--- src/rtl/fifo_wr_arbiter.sv ---
// Round-robin arbiter sharing the single FIFO write port among NREQ producers.
// Build option FIFO_ARB_BURST_LOCK_EN: a tenure lasts up to BURST beats instead of one.
module fifo_wr_arbiter #(
    parameter int NREQ  = 4,
    parameter int DW    = 8,
    parameter int BURST = 4
) (
    input  logic                    clk,
    input  logic                    reset_n,
    input  logic [NREQ-1:0]         req,
    input  logic [NREQ*DW-1:0]      req_data,
    output logic [NREQ-1:0]         gnt,
    output logic                    fifo_wr_en,
    output logic [DW-1:0]           fifo_data,
    input  logic                    fifo_full,
    output logic [$clog2(NREQ)-1:0] owner,
    output logic                    busy
);
    // state | meaning
    // IDLE  | no grant; arbitrate among pending requests
    // GRANT | owner holds the tenure
    localparam int OW = $clog2(NREQ);
    localparam int CW = $clog2(BURST) + 1;

    typedef enum logic {IDLE, GRANT} state_t;

    state_t        state_q, state_d;
    logic [OW-1:0] owner_q, owner_d;
    logic [OW-1:0] last_q, last_d;
    logic [CW-1:0] beat_q, beat_d;
    logic [OW-1:0] rr_sel, rr_idx;
    logic          rr_found;
    logic          own_req, accept, last_beat;
    logic [DW-1:0] own_data;

    always_ff @(posedge clk or negedge reset_n) begin
        if (!reset_n) begin
            state_q <= IDLE;
            owner_q <= '0;
            last_q  <= OW'(NREQ - 1);
            beat_q  <= '0;
        end else begin
            state_q <= state_d;
            owner_q <= owner_d;
            last_q  <= last_d;
            beat_q  <= beat_d;
        end
    end

    // First requester found searching upward from last_q+1, wrapping.
    always_comb begin
        rr_found = 1'b0;
        rr_sel   = last_q;
        rr_idx   = last_q;
        for (int i = 1; i <= NREQ; i++) begin
            rr_idx = OW'((int'(last_q) + i) % NREQ);
            if (!rr_found && req[rr_idx]) begin
                rr_found = 1'b1;
                rr_sel   = rr_idx;
            end
        end
    end

    always_comb begin
        own_req  = 1'b0;
        own_data = '0;
        for (int i = 0; i < NREQ; i++) begin
            if (owner_q == OW'(i)) begin
                own_req  = req[i];
                own_data = req_data[i*DW +: DW];
            end
        end
    end

`ifdef FIFO_ARB_BURST_LOCK_EN
    assign last_beat = (beat_q == CW'(BURST - 1));
`else
    assign last_beat = 1'b1;
`endif

    always_comb begin
        state_d    = state_q;
        owner_d    = owner_q;
        last_d     = last_q;
        beat_d     = beat_q;
        gnt        = '0;
        fifo_wr_en = 1'b0;
        fifo_data  = '0;
        accept     = 1'b0;
        case (state_q)
            IDLE: begin
                if (rr_found) begin
                    owner_d = rr_sel;
                    beat_d  = '0;
                    state_d = GRANT;
                end
            end
            GRANT: begin
                fifo_data = own_data;
                accept    = own_req & ~fifo_full;
                for (int i = 0; i < NREQ; i++) begin
                    if (owner_q == OW'(i)) gnt[i] = accept;
                end
                fifo_wr_en = |(req & gnt);
                if (accept) beat_d = beat_q + CW'(1);
                // A dropped request ends the tenure even while the FIFO is full.
                if (!own_req || (accept && last_beat)) begin
                    state_d = IDLE;
                    last_d  = owner_q;
                end
            end
            default: state_d = IDLE;
        endcase
    end

    assign owner = owner_q;
    assign busy  = (state_q == GRANT);
endmodule

--- config.mk ---
export PLATFORM = sky130hd
export DESIGN_NAME = fifo_wr_arbiter
export DESIGN_NICKNAME = d
export VERILOG_FILES = /design/src/rtl/fifo_wr_arbiter.sv
export SDC_FILE = /design/constraint.sdc
export NUM_CORES = 1
export LEC_CHECK = 0
export CAP_MARGIN = 30
export CORE_MARGIN = 1.5
export CORE_UTILIZATION = 35
export CTS_CLUSTER_DIAMETER = 120
export DETAILED_ROUTE_END_ITERATION = 6
export GPL_TIMING_DRIVEN = 0
export PLACE_DENSITY = 0.85
export SETUP_SLACK_MARGIN = 0.5
export SLEW_MARGIN = 15
export SYNTH_ARGS = -nofsm -noshare
export SYNTH_HDL_FRONTEND = slang
export SYNTH_SLANG_ARGS = --single-unit
--- constraint.sdc ---
create_clock -name clk -period 5.1 [get_ports clk]
set_input_delay 1.53 -clock clk [delete_from_list [all_inputs] [get_ports clk]]
set_output_delay 1.53 -clock clk [all_outputs]
set_load 0.01 [all_outputs]
# ---- Word-level counts from Yosys, hierarchy flattened
# Cells that the tools add are included.
dict set report totals {
  in_bits 39
  reg_bits 5
  output_inout_bits 16
  elab_cells 68
}
dict set report op_classes {
  reduce_logical 12
  eq_ne 3
  n_addsub 4
  n_bitwise 4
  n_lt_le_gt_ge 4
  n_mux 38
}
# op count
set ops {}
lappend ops {{two-way mux 8 bit} 5}
lappend ops {{two-way mux 1 bit} 23}
lappend ops {{less-than comparator 2 x 3 -> 1 bit (second input constant)} 4}
lappend ops {{binary-select mux 1 bit (select 2 bit)} 4}
lappend ops {{two-way mux 2 bit} 4}
lappend ops {{adder 2 x 1 -> 2 bit (second input constant)} 2}
lappend ops {{adder 2 bit (second input constant)} 2}
lappend ops {{AND 4 bit} 1}
lappend ops {{== test 2 bit (second input constant)} 2}
lappend ops {{zero test 1 bit} 4}
lappend ops {{two-way mux 4 bit} 1}
lappend ops {{AND reduction 2 bit} 2}
lappend ops {{OR reduction 4 bit} 1}
lappend ops {{logical AND 1 bit} 3}
lappend ops {{== test 2 x 1 -> 1 bit (second input constant)} 1}
lappend ops {{zero test 2 bit} 1}
lappend ops {{inverter 1 bit} 2}
lappend ops {{one-hot mux 1 bit (2 select lines)} 1}
lappend ops {{AND 1 bit} 1}
lappend ops {{logical OR 1 bit} 1}

# ---- Depth between registers and ports, before layout
dict set report depth {
  ltp_word 15
  depth_mapped 5
  mapped_depth_nobuf 3
}

# ---- Worst setup path before layout
# Ideal clock, no wire load.
dict set report synth_timing {
  path_type {input -> output}
  from {input req_data[8]}
  to {output fifo_data[0]}
  t_arrival_ns 2.183
  path_stages 2
  required_ns 3.570
  path_slack_ns 1.387
  path_buffers 0
  cell_sequence {mux4_1 > and2_1}
}
dict set report synth_between {
  elab_chain_cells 4
}
# item line_no
set synth_rtl {}
lappend synth_rtl {{start: declaration} 11} ;# input logic [NREQ*DW-1:0] req_data,
lappend synth_rtl {{two-way mux 8 bit (3 in series)} 68} ;# if (owner_q == OW'(i)) begin
lappend synth_rtl {{two-way mux 8 bit} 90} ;# case (state_q)
lappend synth_rtl {{end: declaration} 14} ;# output logic [DW-1:0] fifo_data,
# Every way passes these cells.

# ---- Worst setup path after layout
dict set report layout_timing {
  from {input req_data[30]}
  to {output fifo_data[6]}
}
dict set report layout_between {
  elab_chain_cells 2
}
# item line_no
set layout_rtl {}
lappend layout_rtl {{two-way mux 8 bit} 68}
lappend layout_rtl {{two-way mux 8 bit} 90}
# Every way passes these cells.

==> run summary <==
status - finished, final reports clean
Routed WL - 2.58 mm
Hold EP - last_q[1]$_DFFE_PN1P_
Worst Max-Slew Pin Slew - 0.443 ns
Max Cap Violations - 0
EDFF count, synth - 0
Area contributors post-synth - mux4_1 (19%), dfrtp_1 (11%), mux4_2 (9.7%)
# fillers - 135
WP data arrival - 3.04 ns
fmax - 219 MHz
Synth area leader - mux4_1
Die H - 47.5 µm
Slew Viols, Final - 0
Hold Crit Class - reg -> reg
Total Routing Usage GR - 22.6%
first-pass GRT wire length - 3.48 mm
number of global-route vias before repair - 816
Antenna Cells - 0
Final Hold Fails - 0
Leak - 0.645 nW
Routed Antenna Nets - 0
largest net degree at the start of global routing - 11
Post-DP HPWL - 2.03 mm
I/O pin cnt - 55
grt ovf - 0
synth cell count leaders - and2_1 (8), mux4_1 (5), nand2_1 (4), nor2_1 (4)
DR WL/cell - 17.3 µm
Synth warnings - 0
Hold Path Stages - 2
Max-slew headroom - 70.2%
CTS sink cnt - 5
Layout area overhead - 88.8%
crit path max fanout - 1
R2R setup slack - 3.65 ns
layout cells sized above 1 - 12.9%
initial antenna violation count - 0
CTS tree - done
crit end category - primary output
core area - 0.00180 mm²
Synth Instances - 66
number of vias in the routed layout - 804
hold wc startpoint - last_q[1]$_DFFE_PN1P_
First DRT Iteration DRCs - 12
Main synth FF type - dfrtp_1
Reg clk slew, reported paths - 0.05 ns
Cell Count, Final, Fillers Out - 149
synthesized flop and latch total - 5
Worst Skew - 0.000814 ns
setup TNS - 0 ns
register area share after synthesis - 18.4%
Netlist Area Pre-Place - 694 µm²
Yosys top cell area share - 18.9%
CTS root buf - clkbuf_4
Setup CP Type - in -> out
critical path required time - 3.57 ns
R2R depth - 5
Cell Pwr Density - 436 mW/mm²
GP Congestion - 0.773
Async SR Flop Fraction - 100%
initial core utilization - 38.5%
dpl cells - 145
Rows - 15
count of final setup violators - 0
RR Startpoint - owner[0]$_DFFE_PN0P_
number of iterations in the first detailed-routing pass - 4
htree depth - 1
Final Core Density - 72.8%
top-count cell post-synth - and2_1
Mapped Nets - 105
Worst setup startpoint - req_data[30]
die area - 0.00226 mm²
Max Root-Sink Buffers - 2
IO Port Bufs - 54
RSZ-0062 raised after global routing - false
VDD IR-drop max - 0.414 mV
die width - 47.5 µm
Yosys cell types - 34
Hold-fix buffers, CTS - 0
syn_area_per_cell - 10.5 µm²
Clock Latency Late Sink - 0.25 ns
reg2reg end - last_q[1]$_DFFE_PN1P_
number of vias per cell - 5.40
cts bufs inserted - 3
Final #Nets - 164
fin crit period - 4.57 ns
DRC - 0
CP Launch Type - input pin
final worst path period share - 89.6%
==> worst max-delay path by stage <==
stage | slack (ns) | endpoint | depth (start not counted)
floorplan | 1.39 | fifo_data[0] | 2
global placement | 0.42 | fifo_wr_en | 5
detailed placement | 0.41 | fifo_wr_en | 5
CTS | 0.47 | fifo_wr_en | 4
global route | 0.50 | fifo_data[6] | 4
finish | 0.53 | fifo_data[6] | 4
==> flip-flops by register name, indices dropped and copies added, names as in the netlist <==
name	count
last_q	2
busy	1
owner	2
==> metal layers <==
metal  share of wire (%)  global-route usage (%)
met1                  36                    23.1
met2                  51                    42.2
met3                  12                    4.53
met4                 1.3                    13.0
met5                   0                       0
==> power by group <==
part           internal [W]  total (W)  leakage [nW]  switching, W
Clock             0.0000286  0.0000484        0.0177     0.0000199
Combinational      0.000252   0.000436         0.571      0.000184
Sequential        0.0000672  0.0000875        0.0560     0.0000203
==> cells in the final DEF, fill, tap and decap left out, types with 2 or more instances in the layout <==
cell / n
clkbuf_4: 3
mux2_2: 2
o21ai_0: 2
a211oi_1: 2
dfrtp_1: 3
mux4_1: 5
clkbuf_1: 2
clkdlybuf4s50_1: 41
o211ai_1: 2
mux2i_1: 3
nor2_1: 4
and2_1: 8
dlygate4sd2_1: 4
mux4_2: 3
nand2_1: 4
dfstp_2: 2
buf_2: 2
dlymetal6s2s_1: 9
inv_1: 3
==> through the flow <==
stage          setup slack [ns]  cell area [µm²]  hold slack, ns  total power (W)
2_1_floorplan              1.39              694           0.513         0.000353
3_3_place_gp              0.420             1270           0.559         0.000520
3_5_place_dp              0.409             1270           0.577         0.000536
4_1_cts                   0.473             1290           0.594         0.000582
5_1_grt                   0.502             1310           0.617         0.000615
6_report                  0.532             1310           0.597         0.000572
==> worst max-delay path: stages <==
cell             delay (ns)
clkdlybuf4s50_1        0.41
mux4_2                 0.46
and2_1                 0.16
clkdlybuf4s50_1        0.47
==> cell type report <==
type	count	area [µm²]	area share [%]
flip-flops and latches	5	128	9.73
clock inverters	1	5.00	0.382
multi-input cells	52	512	39.0
inverters	3	11.3	0.859
clock buffers	3	22.5	1.72
plain buffers	6	43.8	3.34
well taps	25	31.3	2.39
repair buffers	54	558	42.6
==> cells by family after synthesis <==
group	synth area share (%)
simple gates	19.8
compound gates	14.4
mux	39.5
buf+inv	7.93
flops	18.4
==> timing repair <==
action                     4_1_cts  5_1_grt
setup buffers                    0        0
setup endpoints to repair        3        7
resized for setup                4        9
Power figures use the tool's default switching activity.
